### src/rtl/fp_minmax_reduce.sv
// fp_minmax_reduce
//   Streaming FP32 min/max reducer. It feeds an external fp_comp with the new
//   element (cmp_in1) and the running extreme (cmp_in2). It uses the
//   eq/great/less/inv flags to keep the extreme over a valid/ready stream that
//   ends on in_last. One result is produced per stream.
//
//   Ports
//     clk, rst                  clock, synchronous active-high reset
//     in_valid/in_ready         element handshake
//     in_data, in_last, in_op   element, end-of-stream, 0=min/1=max (first only)
//     cmp_in1/cmp_in2/cmp_act   comparator operands + activate (registered)
//     cmp_eq/great/less/inv     comparator results, valid CMP_LAT cycles after act
//     out_valid/out_ready       result handshake
//     out_data/count/inv        extreme, element count (saturating), sticky invalid
//
//   Optional: define FP_MINMAX_IDX_EN to add out_idx. It is the zero-based
//   stream position of the element held as the extreme.
module fp_minmax_reduce #(
  parameter int W       = 32,
  parameter int CMP_LAT = 2,
  parameter int CNTW    = 16
) (
  input  logic            clk,
  input  logic            rst,
  input  logic            in_valid,
  output logic            in_ready,
  input  logic [W-1:0]    in_data,
  input  logic            in_last,
  input  logic            in_op,
  output logic [W-1:0]    cmp_in1,
  output logic [W-1:0]    cmp_in2,
  output logic            cmp_act,
  input  logic            cmp_eq,
  input  logic            cmp_great,
  input  logic            cmp_less,
  input  logic            cmp_inv,
  output logic            out_valid,
  input  logic            out_ready,
  output logic [W-1:0]    out_data,
  output logic [CNTW-1:0] out_count,
  output logic            out_inv
`ifdef FP_MINMAX_IDX_EN
  ,
  output logic [CNTW-1:0] out_idx
`endif
);

  localparam logic [1:0] S_FIRST = 2'd0;
  localparam logic [1:0] S_NEXT  = 2'd1;
  localparam logic [1:0] S_CMP   = 2'd2;
  localparam logic [1:0] S_OUT   = 2'd3;

  localparam int LATW = (CMP_LAT > 1) ? $clog2(CMP_LAT) : 1;

  logic [1:0]      state;
  logic [W-1:0]    acc, cand;
  logic            op, cand_last, inv_sticky;
  logic [CNTW-1:0] cnt;
  logic [LATW-1:0] lat;
`ifdef FP_MINMAX_IDX_EN
  logic [CNTW-1:0] idx;
`endif

  logic            take_new, inv_nxt, lat_done;
  logic [W-1:0]    acc_nxt;
  logic [CNTW-1:0] cnt_inc;

  // An equal result, an invalid result, or no flag set keeps the current
  // extreme. The element seen first wins on ties.
  always_comb begin
    take_new = !cmp_inv && !cmp_eq && (op ? cmp_great : cmp_less);
    acc_nxt  = take_new ? cand : acc;
    inv_nxt  = inv_sticky | cmp_inv;
    lat_done = (lat == LATW'(CMP_LAT - 1));
    cnt_inc  = (&cnt) ? cnt : cnt + 1'b1;
  end

  always_ff @(posedge clk) begin
    if (rst) begin
      state      <= S_FIRST;
      in_ready   <= 1'b0;
      acc        <= '0;
      cand       <= '0;
      op         <= 1'b0;
      cand_last  <= 1'b0;
      inv_sticky <= 1'b0;
      cnt        <= '0;
      lat        <= '0;
      cmp_act    <= 1'b0;
      cmp_in1    <= '0;
      cmp_in2    <= '0;
      out_valid  <= 1'b0;
      out_data   <= '0;
      out_count  <= '0;
      out_inv    <= 1'b0;
`ifdef FP_MINMAX_IDX_EN
      idx        <= '0;
      out_idx    <= '0;
`endif
    end else begin
      case (state)
        S_FIRST: begin
          in_ready <= 1'b1;
          if (in_valid && in_ready) begin
            acc        <= in_data;
            op         <= in_op;
            cnt        <= CNTW'(1);
            inv_sticky <= 1'b0;
`ifdef FP_MINMAX_IDX_EN
            idx        <= '0;
`endif
            if (in_last) begin
              // A single-element stream skips the comparator entirely.
              state     <= S_OUT;
              in_ready  <= 1'b0;
              out_valid <= 1'b1;
              out_data  <= in_data;
              out_count <= CNTW'(1);
              out_inv   <= 1'b0;
`ifdef FP_MINMAX_IDX_EN
              out_idx   <= '0;
`endif
            end else begin
              state <= S_NEXT;
            end
          end
        end
        S_NEXT: begin
          if (in_valid && in_ready) begin
            cand      <= in_data;
            cand_last <= in_last;
            cnt       <= cnt_inc;
            lat       <= '0;
            in_ready  <= 1'b0;
            cmp_act   <= 1'b1;
            cmp_in1   <= in_data;
            cmp_in2   <= acc;
            state     <= S_CMP;
          end
        end
        S_CMP: begin
          lat <= lat + 1'b1;
          if (lat_done) begin
            acc        <= acc_nxt;
            inv_sticky <= inv_nxt;
            cmp_act    <= 1'b0;
`ifdef FP_MINMAX_IDX_EN
            if (take_new) idx <= cnt - 1'b1;
`endif
            if (cand_last) begin
              state     <= S_OUT;
              out_valid <= 1'b1;
              out_data  <= acc_nxt;
              out_count <= cnt;
              out_inv   <= inv_nxt;
`ifdef FP_MINMAX_IDX_EN
              out_idx   <= take_new ? cnt - 1'b1 : idx;
`endif
            end else begin
              state    <= S_NEXT;
              in_ready <= 1'b1;
            end
          end
        end
        S_OUT: begin
          if (out_ready) begin
            out_valid <= 1'b0;
            in_ready  <= 1'b1;
            state     <= S_FIRST;
          end
        end
        default: state <= S_FIRST;
      endcase
    end
  end

endmodule

### config.mk
export PLATFORM = sky130hd
export DESIGN_NAME = fp_minmax_reduce
export DESIGN_NICKNAME = d
export VERILOG_FILES = /design/src/rtl/fp_minmax_reduce.sv
export SDC_FILE = /design/constraint.sdc
export NUM_CORES = 1
export LEC_CHECK = 0
export CAP_MARGIN = 10
export CORE_ASPECT_RATIO = 1.1
export CORE_MARGIN = 2
export CORE_UTILIZATION = 47
export CTS_CLUSTER_DIAMETER = 150
export CTS_CLUSTER_SIZE = 30
export DETAILED_ROUTE_END_ITERATION = 8
export MAX_ROUTING_LAYER = met4
export PLACE_DENSITY_LB_ADDON = 0.05
export SYNTH_ARGS = -nofsm -noshare
export SYNTH_HDL_FRONTEND = slang
export SYNTH_SLANG_ARGS = --single-unit
### constraint.sdc
create_clock -name clk -period 3.2 [get_ports clk]
set_input_delay 0.48 -clock clk [delete_from_list [all_inputs] [get_ports clk]]
set_output_delay 0.48 -clock clk [all_outputs]
set_load 0.005 [all_outputs]
==> run_results.csv, run 1 <==
group,metric,value,unit
status,status,"finished clean",
pwr,leakage,3.23,nW
pwr,power_density,513,mW/mm²
worst_setup_path,cp.depth,7,
cts,cts_buffers,17,
logic_synthesis,yosysWarningCount,0,
sta,rsz0062_at_grt,"no",
final_layout,final_util,63.3,%
logic_synthesis,synthArstFlopShare,0,%
route,ant_nets,0,
placement,io_buffer_count,157,
worst_setup_path,crit_arrival,2.49,ns
logic_synthesis,synth.mux.area_fraction,0.589,%
cts,cts.sinks,170,
pwr,seq_power_share,46.1,%
sta,fin_skew,0.00874,ns
worst_setup_path,crit_chain,"clkdlybuf4s50_1 > nand3b_4 > a21oi_1 > nand2_2 > buf_12 > nor3b_1 > nor3_1",
worst_setup_path,worst-endpoint-required,3.50,ns
logic_synthesis,synth_top_family_by_area,"simple AND/OR/NAND/NOR gates",
sta,setup_viol,0,
pwr,switching_share,24.2,%
floorplanning,core,0.0151,mm²
cts,cts_hold_buf,0,
final_layout,multiInputGateArea,0.00352,mm²
cts,htree_num_levels,4,
worst_setup_path,crit_family,"buffers and inverters",
sta,final.min_clock_period,2.20,ns
cts,cts_tree,"done",
final_layout,drive_gt1_share,6.38,%
worst_hold_path,hold_class,"reg -> reg",
sta,worstMarginPinSlew,0.679,ns
final_layout,nFillCells,1327,
sta,finalSetupTns,0,ns
cts,clk_pin_slew,0.06,ns
logic_synthesis,synth_flop_cell,"dfxtp_1",
route,via_count,6741,
pwr,comb_power_share,10.4,%
logic_synthesis,synth-edff-count,0,
floorplanning,die_width,122,µm
logic_synthesis,synth_cell_types,50,
sta,max_freq,0.455,GHz
logic_synthesis,yosysSeqAreaShare,47.1,%
pwr,p_total,0.00489,W
logic_synthesis,syn-instance-count,877,
global_route,first_global_vias,6374,
cts,worstSkewPairLatency,0.43,ns
pwr,switching_power,0.00118,W
worst_setup_path,rrSetupSlack,1.01,ns
floorplanning,initial_core_util,48.0,%
worst_setup_path,critPathBufInv,2,
logic_synthesis,synthSimpleGateAreaFrac,27.5,%
worst_setup_path,critPathMaxStageDelay,0.57,ns
final_layout,diodes,0,
route,drc,0,
logic_synthesis,synth_compound_area_share,20.0,%
floorplanning,die-area,0.0164,mm²
global_route,grt_max_degree,97,
logic_synthesis,synth_area_per_cell,8.23,µm²
sta,relSlewSlack,54.7,%
global_route,grt_pass1_wl,31.2,mm
floorplanning,row_count,47,
sta,hold_viol,0,
sta,drv_slew,0,
global_route,gr-usage-all-layers,24.5,%
floorplanning,die_h,134,µm
worst_setup_path,cp-end-kind,"register",
logic_synthesis,syn_nets,920,
cts,cts_resized,0,
logic_synthesis,synth-adder-area-share,0.173,%
global_route,antenna_found_initial,0,
worst_hold_path,hold_depth,2,
route,routedWlPerCell,16.2,µm
flow_run,max-cap-violations,0,
pwr,clkPwrFrac,43.5,%
final_layout,regArea,0.00340,mm²
route,drt_iter0_drc,496,
worst_setup_path,cp_max_fo,29,
cts,post_cts_buffers,0,
cts,cts_root_buf,"clkbuf_16",
logic_synthesis,ys_ff_latch,170,
placement,pre_cts_slack,0.574,ns
worst_setup_path,r2r_cells,5,
sta,post-route-period-util,68.6,%
placement,dp_hpwl,12.3,mm
final_layout,area_growth,31.9,%
worst_setup_path,crit_type,"in -> reg",
placement,place_congestion,0.853,
cts,clock_path_buffers,2,
floorplanning,ios,158,
route,firstDrtPassIters,5,
route,totalWireLength,19.5,mm
route,detail_route.vias_per_cell,5.62,
worst_setup_path,cp_slowest_cell,"clkdlybuf4s50_1",
pwr,internal-power,0.00370,W
sta,fin_ws,1.00,ns
worst_setup_path,crit_path_start_kind,"input pin",
global_route,grt_overflow_total,0,
final_layout,final_nets,1033,
logic_synthesis,synth-xor-area-share,0.121,%
pwr,peakVddDrop,0.350,mV
logic_synthesis,synth_area,0.00722,mm²
sta,holdWs,0.452,ns
## power groups by stage
| stage | Clock [W] | Sequential (W) | Combinational, W |
|---|---|---|---|
| after floorplan | 0 | 0.00228 | 0.000295 |
| after global placement | 0 | 0.00229 | 0.000495 |
| after detailed placement | 0 | 0.00230 | 0.000505 |
| after CTS | 0.00215 | 0.00225 | 0.000508 |
| after global routing | 0.00226 | 0.00226 | 0.000552 |
| final | 0.00213 | 0.00225 | 0.000507 |
## Yosys cell counts, types with 2 or more instances
| library cell | number | area share [%] |
|---|---|---|
| a211oi_1 | 4 | 0.42 |
| a21oi_1 | 96 | 6.7 |
| a22oi_1 | 2 | 0.21 |
| a31oi_1 | 5 | 0.43 |
| a41oi_1 | 4 | 0.49 |
| and3_1 | 33 | 2.9 |
| and4_1 | 2 | 0.24 |
| buf_2 | 21 | 1.5 |
| clkbuf_1 | 55 | 2.9 |
| dfxtp_1 | 170 | 47 |
| mux2_2 | 2 | 0.31 |
| mux2i_1 | 2 | 0.28 |
| nand2_1 | 232 | 12 |
| nand2b_1 | 2 | 0.17 |
| nand3_1 | 22 | 1.5 |
| nand3b_1 | 64 | 6.7 |
| nand4_1 | 3 | 0.26 |
| nand4_2 | 2 | 0.35 |
| nand4b_1 | 2 | 0.24 |
| nor2_1 | 13 | 0.68 |
| nor2b_1 | 2 | 0.17 |
| nor3_1 | 4 | 0.28 |
| nor3b_1 | 3 | 0.31 |
| o211ai_1 | 2 | 0.21 |
| o21ai_0 | 7 | 0.49 |
| o21bai_1 | 32 | 3.3 |
| o31ai_1 | 64 | 6.7 |
| or3_1 | 5 | 0.43 |
## worst paths after layout
| check | end | startpoint |
|---|---|---|
| worst min-delay path | cmp_in2[31] | cmp_in2[31] |
| worst min register to register | cmp_in2[31] | cmp_in2[31] |
| worst max register to register | acc[26] | state[1] |
| worst max-delay path | out_count[0] | in_valid |
## final cells by class
class | count | area share, %
Sequential cell | 170 | 35.7
Multi-Input combinational cell | 629 | 37.0
Clock inverter | 11 | 1.51
Timing Repair Buffer | 171 | 18.2
Inverter | 1 | 0.0394
Tap cell | 196 | 2.57
Clock buffer | 21 | 4.94
## layer usage
| metal | track usage (%) | routed length (µm) | up-vias |
|---|---|---|---|
| li1 | - | - | 3300 |
| met1 | 30.3 | 8410 | 3217 |
| met2 | 39.1 | 9560 | 190 |
| met3 | 5.40 | 1080 | 34 |
| met4 | 9.26 | 407 | 0 |
| met5 | - | 0 | - |
## layout by cell type (no fill, tap or decap), drive strengths merged, types with 2 or more instances in the layout
| cell | n |
|---|---|
| buf | 15 |
| a31oi | 5 |
| clkinvlp | 4 |
| dfxtp | 170 |
| o21bai | 32 |
| nor2b | 2 |
| a41oi | 4 |
| o21ai | 7 |
| a22oi | 2 |
| clkbuf | 21 |
| nor2 | 13 |
| mux2i | 2 |
| a21oi | 97 |
| nand4b | 2 |
| nand2 | 232 |
| o211ai | 2 |
| a311oi | 2 |
| nand3b | 65 |
| nand3 | 23 |
| bufinv | 3 |
| nor3b | 3 |
| nand4 | 5 |
| o31ai | 65 |
| and3 | 33 |
| a211oi | 4 |
| mux2 | 2 |
| clkdlybuf4s50 | 156 |
| clkinv | 4 |
| and4 | 2 |
| nand2b | 2 |
| nor3 | 5 |
| or3 | 5 |
## per-stage QoR
| stage | cell area (µm²) | cells |
|---|---|---|
| after detailed placement | 8910 | 1167 |
| final | 9520 | 1199 |
| after floorplan | 7220 | 877 |
| after global placement | 8910 | 1167 |
| after CTS | 9520 | 1199 |
| after global routing | 9520 | 1199 |
## logic make-up after synthesis
group,after synthesis
xor gates and xnor gates,1
AOI/OAI and AO/OA,224
DFF,170
buffers and inverters,78
adders and majority gates,1
muxes,4
and+or+nand+nor,399
## state kept, by name, indices dropped and copies added (netlist names), 2 cells and up
| signal | cells |
|---|---|
| out_data | 32 |
| cand | 32 |
| cnt | 16 |
| state | 2 |
| acc | 32 |
| out_count | 16 |
| cmp_in2 | 32 |
## worst reg2reg max path: cells and delay by family, from the launching register on
| kind | cells | cell delay (ns) |
|---|---|---|
| AO/OA/AOI/OAI | 2 | 0.48 |
| flip-flops | 1 | 0.55 |
| AND/OR/NAND/NOR | 2 | 0.50 |
| buffers and inverters | 1 | 0.54 |
(Power assumes the default switching activity.)
==> run 2: changes to the inputs <==
--- a/config.mk
+++ b/config.mk
@@ -8,7 +8,7 @@
 export CAP_MARGIN = 10
 export CORE_ASPECT_RATIO = 1.1
 export CORE_MARGIN = 2
-export CORE_UTILIZATION = 47
+export CORE_UTILIZATION = 46
 export CTS_CLUSTER_DIAMETER = 150
 export CTS_CLUSTER_SIZE = 30
 export DETAILED_ROUTE_END_ITERATION = 8
==> constraint.sdc (replaced) <==
create_clock -name clk -period 2 [get_ports clk]
set_input_delay 0.3 -clock clk [delete_from_list [all_inputs] [get_ports clk]]
set_output_delay 0.3 -clock clk [all_outputs]
set_load 0.005 [all_outputs]
==> run 2 against run 1 <==
Non-clock buffer count is 22 higher. Register-to-register slack worse by 0.87 ns. Sequential power is 59% higher.
==> run_results.csv, run 2 (synthesized netlist as in run 1, its figures left out) <==
group,metric,value,unit
placement,pre_cts_slack,-0.0815,ns
worst_setup_path,cp-end-kind,"register",
cts,htree_num_levels,4,
cts,cts_buffers,17,
floorplanning,initial_core_util,46.4,%
pwr,p_total,0.00774,W
placement,io_buffer_count,157,
final_layout,final_nets,1055,
cts,cts_hold_buf,0,
route,drc,0,
route,via_count,6688,
cts,cts_tree,"done",
pwr,peakVddDrop,0.610,mV
status,status,"finished clean",
sta,drv_slew,0,
route,drt_iter0_drc,523,
final_layout,diodes,0,
flow_run,max-cap-violations,0,
cts,cts_resized,0,
global_route,antenna_found_initial,0,
global_route,gr-usage-all-layers,24.1,%
worst_setup_path,crit_type,"reg -> reg",
floorplanning,die_h,135,µm
final_layout,drive_gt1_share,8.49,%
route,routedWlPerCell,15.8,µm
final_layout,area_growth,34.9,%
worst_setup_path,crit_chain,"ha_1 > nand3_2 > or2_4 > or3_1 > a311oi_2",
global_route,grt_max_degree,84,
cts,cts.sinks,170,
worst_setup_path,crit_arrival,2.21,ns
worst_hold_path,hold_class,"in -> reg",
worst_setup_path,worst-endpoint-required,2.35,ns
floorplanning,die_width,123,µm
sta,post-route-period-util,92.9,%
worst_setup_path,critPathMaxStageDelay,0.52,ns
worst_setup_path,r2r-start,"cnt[0]",
floorplanning,core,0.0156,mm²
route,firstDrtPassIters,5,
cts,cts_root_buf,"clkbuf_16",
worst_setup_path,startpoint,"cnt[0]",
pwr,leakage,3.36,nW
global_route,grt_overflow_total,0,
final_layout,fin_area,0.00974,mm²
floorplanning,die-area,0.0167,mm²
worst_setup_path,cp_max_fo,7,
cts,clock_path_buffers,2,
placement,dp_hpwl,12.1,mm
route,detail_route.vias_per_cell,5.46,
final_layout,mostFrequentLayoutCell,"nand2_1",
pwr,power_density,794,mW/mm²
sta,hold_viol,0,
placement,placed_cell_area,0.00916,mm²
sta,holdWs,0.217,ns
sta,worstMarginPinSlew,0.481,ns
global_route,first_global_vias,5982,
sta,fin_skew,0.00892,ns
cts,worstSkewPairLatency,0.43,ns
cts,clk_pin_slew,0.07,ns
final_layout,mostFrequentLayoutCells,"230 x nand2_1, 170 x dfxtp_1, 156 x clkdlybuf4s50_1, 96 x a21oi_1",
worst_hold_path,min_from,"rst",
route,totalWireLength,19.4,mm
sta,relSlewSlack,67.8,%
sta,final.min_clock_period,1.86,ns
cts,post_cts_buffers,0,
route,ant_nets,0,
sta,fin_ws,0.142,ns
worst_setup_path,crit_path_start_kind,"register",
worst_setup_path,rrSetupSlack,0.14,ns
sta,setup_viol,0,
worst_setup_path,cp_slowest_cell,"or3_1",
global_route,grt_pass1_wl,31.1,mm
sta,finalSetupTns,0,ns
floorplanning,ios,158,
floorplanning,row_count,48,
placement,place_congestion,0.907,
sta,max_freq,0.538,GHz
sta,rsz0062_at_grt,"no",
-- run 2: area by class of cell --
| class | instances | area, µm² |
|---|---|---|
| Timing Repair Buffer | 193 | 1980 |
| Fill cell | 1391 | 5810 |
| Multi-Input combinational cell | 629 | 3520 |
| Clock buffer | 17 | 425 |
| Sequential cell | 170 | 3400 |
| Clock inverter | 15 | 160 |
| Tap cell | 200 | 250 |
| Inverter | 1 | 3.75 |
-- run 2: report_power, final --
part	switching [W]	internal [W]
clock	0.00151	0.00177
combinational	0.000469	0.000408
sequential	0.0000853	0.00350
-- run 2: stage by stage --
step	cells	utilization, %
2_1_floorplan	877	-
3_3_place_gp	1193	58.9
3_5_place_dp	1193	58.9
4_1_cts	1225	62.6
5_1_grt	1225	62.6
6_report	1225	62.6
-- run 2: final timing paths --
| kind | cells after the start | end |
|---|---|---|
| worst max-delay path | 5 | cnt[0] |
| worst min-delay path | 2 | cand[15] |
| worst max register to register | 5 | cnt[0] |
| worst min register to register | 2 | out_count[14] |
-- run 2: layer usage --
layer,share of wire (%),GRT usage [%],up-vias
met5,0,-,-
met4,1.2,6.82,0
met3,5.3,6.06,17
met2,47,35.4,163
met1,47,32.8,3156
li1,-,-,3352
-- run 2: critical path, delay by kind of cell, from the launching register on --
kind	cells	cell delay, ns
adders and majority gates	1	0.21
and+or+nand+nor	3	0.92
AOI/OAI and AO/OA	1	0.31
DFF	1	0.34
==> run 3: changes to the inputs <==
--- a/config.mk
+++ b/config.mk
@@ -5,10 +5,11 @@
 export SDC_FILE = /design/constraint.sdc
 export NUM_CORES = 1
 export LEC_CHECK = 0
+export ABC_AREA = 1
 export CAP_MARGIN = 10
 export CORE_ASPECT_RATIO = 1.1
 export CORE_MARGIN = 2
-export CORE_UTILIZATION = 46
+export CORE_UTILIZATION = 47
 export CTS_CLUSTER_DIAMETER = 150
 export CTS_CLUSTER_SIZE = 30
 export DETAILED_ROUTE_END_ITERATION = 8
==> run 3 against run 2 <==
Global-route usage rose by 2.0 points. Combinational power grew to 2.5 times the previous value. Area after synthesis rose by 8.9%. Worst hold slack improved by 0.23 ns. First-iteration DRC count is 19% higher. Worst setup slack gained 0.039 ns. Power rose by 22%. Highest routed layer unchanged.
==> run_results.csv, run 3 <==
group,metric,value,unit
status,status,"finished clean",
worst_setup_path,crit_family,"buffers and inverters",
pwr,peakVddDrop,0.726,mV
route,firstDrtPassIters,5,
logic_synthesis,ys_top_cells_by_count,"269 x nand2_1, 212 x nor2_1, 170 x dfxtp_1, 163 x inv_1, 131 x nand3_1",
floorplanning,die-area,0.0178,mm²
sta,finalSetupTns,0,ns
worst_setup_path,cp_slowest_cell,"buf_4",
logic_synthesis,syn_nets,1256,
sta,max_freq,0.550,GHz
route,routedWlPerCell,14.3,µm
floorplanning,core,0.0164,mm²
worst_setup_path,crit_arrival,2.20,ns
cts,cts_resized,0,
sta,post-route-period-util,91.0,%
global_route,grt_pass1_wl,36.4,mm
global_route,grt_overflow_total,0,
logic_synthesis,synth_flop_cell,"dfxtp_1",
route,drt_iter0_drc,623,
sta,relSlewSlack,60.9,%
cts,worstSkewPairLatency,0.43,ns
final_layout,mostFrequentLayoutCell,"nand2_1",
worst_setup_path,critPathBufInv,5,
cts,cts_buffers,17,
floorplanning,die_width,127,µm
logic_synthesis,synth_cell_types,24,
route,detail_route.vias_per_cell,5.00,
sta,hold_viol,0,
logic_synthesis,synth.most_common_cell,"nand2_1",
logic_synthesis,yosysWarningCount,0,
sta,rsz0062_at_grt,"no",
final_layout,diodes,0,
logic_synthesis,synth_area_per_cell,6.48,µm²
sta,drv_slew,0,
worst_setup_path,critPathMaxStageDelay,0.38,ns
sta,setup_viol,0,
global_route,first_global_vias,7403,
placement,dp_hpwl,14.2,mm
final_layout,nFillCells,1541,
floorplanning,ios,158,
sta,fin_skew,0.0101,ns
sta,worstMarginPinSlew,0.586,ns
floorplanning,initial_core_util,48.0,%
worst_hold_path,hold_class,"in -> reg",
logic_synthesis,synthArstFlopShare,0,%
cts,post_cts_buffers,0,
logic_synthesis,synth_area_leaders,"dfxtp_1 43%, nand2_1 13%, nor2_1 10%, nand3_1 8.3%, inv_1 7.8%",
cts,cts.sinks,170,
logic_synthesis,syn-instance-count,1213,
cts,clk_pin_slew,0.06,ns
worst_setup_path,worst-endpoint-required,2.38,ns
final_layout,mostFrequentLayoutCells,"269 x nand2_1, 211 x nor2_1, 170 x dfxtp_1, 162 x inv_1, 156 x clkdlybuf4s50_1",
final_layout,final_nets,1396,
global_route,grt_max_degree,81,
floorplanning,die_h,140,µm
floorplanning,row_count,49,
worst_setup_path,cp_max_fo,34,
flow_run,max-cap-violations,0,
cts,cts_root_buf,"clkbuf_16",
logic_synthesis,yosys.area.top_type,"dfxtp_1",
route,totalWireLength,22.4,mm
route,via_count,7844,
final_layout,drive_gt1_share,6.30,%
final_layout,area_growth,31.5,%
cts,cts_tree,"done",
logic_synthesis,synth_top_cell_area_share,43.3,%
worst_setup_path,crit_path_start_kind,"register",
worst_setup_path,cp-end-kind,"register",
logic_synthesis,ys_ff_latch,170,
sta,final.min_clock_period,1.82,ns
placement,place_congestion,0.913,
logic_synthesis,synth_area,0.00786,mm²
worst_setup_path,crit_chain,"inv_2 > nand2_4 > inv_4 > nand2_2 > nand2_2 > buf_4 > o21ai_0 > inv_1 > nand2_1 > inv_1",
cts,cts_hold_buf,0,
pwr,power_density,915,mW/mm²
placement,pre_cts_slack,0.0518,ns
global_route,antenna_found_initial,0,
logic_synthesis,synth-edff-count,0,
logic_synthesis,yosysSeqAreaShare,43.3,%
pwr,leakage,4.95,nW
cts,clock_path_buffers,2,
placement,io_buffer_count,157,
sta,fin_ws,0.181,ns
cts,htree_num_levels,4,
worst_setup_path,crit_type,"reg -> reg",
global_route,gr-usage-all-layers,26.0,%
route,drc,0,
route,ant_nets,0,
[run 3: logic make-up after synthesis]
logic type / count (synthesis) / share of synthesized area (%)
compound gates: 173 / 11.1
fa+ha+maj: 1 / 0.159
buf+inv: 240 / 12.5
flops: 170 / 43.3
simple gates: 629 / 33.0
[run 3: worst min-delay path: cells and delay by family]
family          cells  cell delay (ns)
compound gates      1             0.11
buf+inv             3             0.37
simple gates        1             0.05
[run 3: layer usage]
metal	track usage, %	vias up	share of wire, %
met5	-	-	0
met4	9.02	0	1.6
met3	4.19	28	5.2
met2	42.4	234	47
met1	32.8	3547	46
li1	-	4035	-
[run 3: report_power, final]
part	internal (W)	total (W)	leakage, nW	switching [W]
Combinational	0.000985	0.00222	3.29	0.00124
Sequential	0.00375	0.00401	1.38	0.000254
Clock	0.00179	0.00322	0.271	0.00142
[run 3: area by class of cell]
| class | instances | area [µm²] | area share (%) |
|---|---|---|---|
| Inverter | 169 | 638 | 6.18 |
| Multi-Input combinational cell | 803 | 3500 | 33.8 |
| Clock inverter | 12 | 116 | 1.13 |
| Timing Repair Buffer | 192 | 1970 | 19.0 |
| Sequential cell | 170 | 3400 | 32.9 |
| Clock buffer | 20 | 457 | 4.42 |
| Tap cell | 204 | 255 | 2.47 |
[run 3: through the flow]
stage	util [%]	instance area, µm²	power (W)	hold slack [ns]	instances
global placement	59.6	9760	0.00627	0.463	1538
detailed placement	59.6	9760	0.00629	0.472	1538
global route	63.1	10300	0.00991	0.485	1570
floorplan	-	7860	0.00530	0.435	1213
finish	63.1	10300	0.00945	0.450	1570
CTS	63.1	10300	0.00951	0.444	1570
[run 3: worst paths after layout]
path	start	endpoint	slack (ns)	depth (start not counted)
worst max-delay path	state[0]	acc[31]	0.18	10
worst max register to register	state[0]	acc[31]	0.18	10
worst min register to register	out_count[8]	out_count[8]	0.48	2
worst min-delay path	rst	cmp_in2[22]	0.45	5
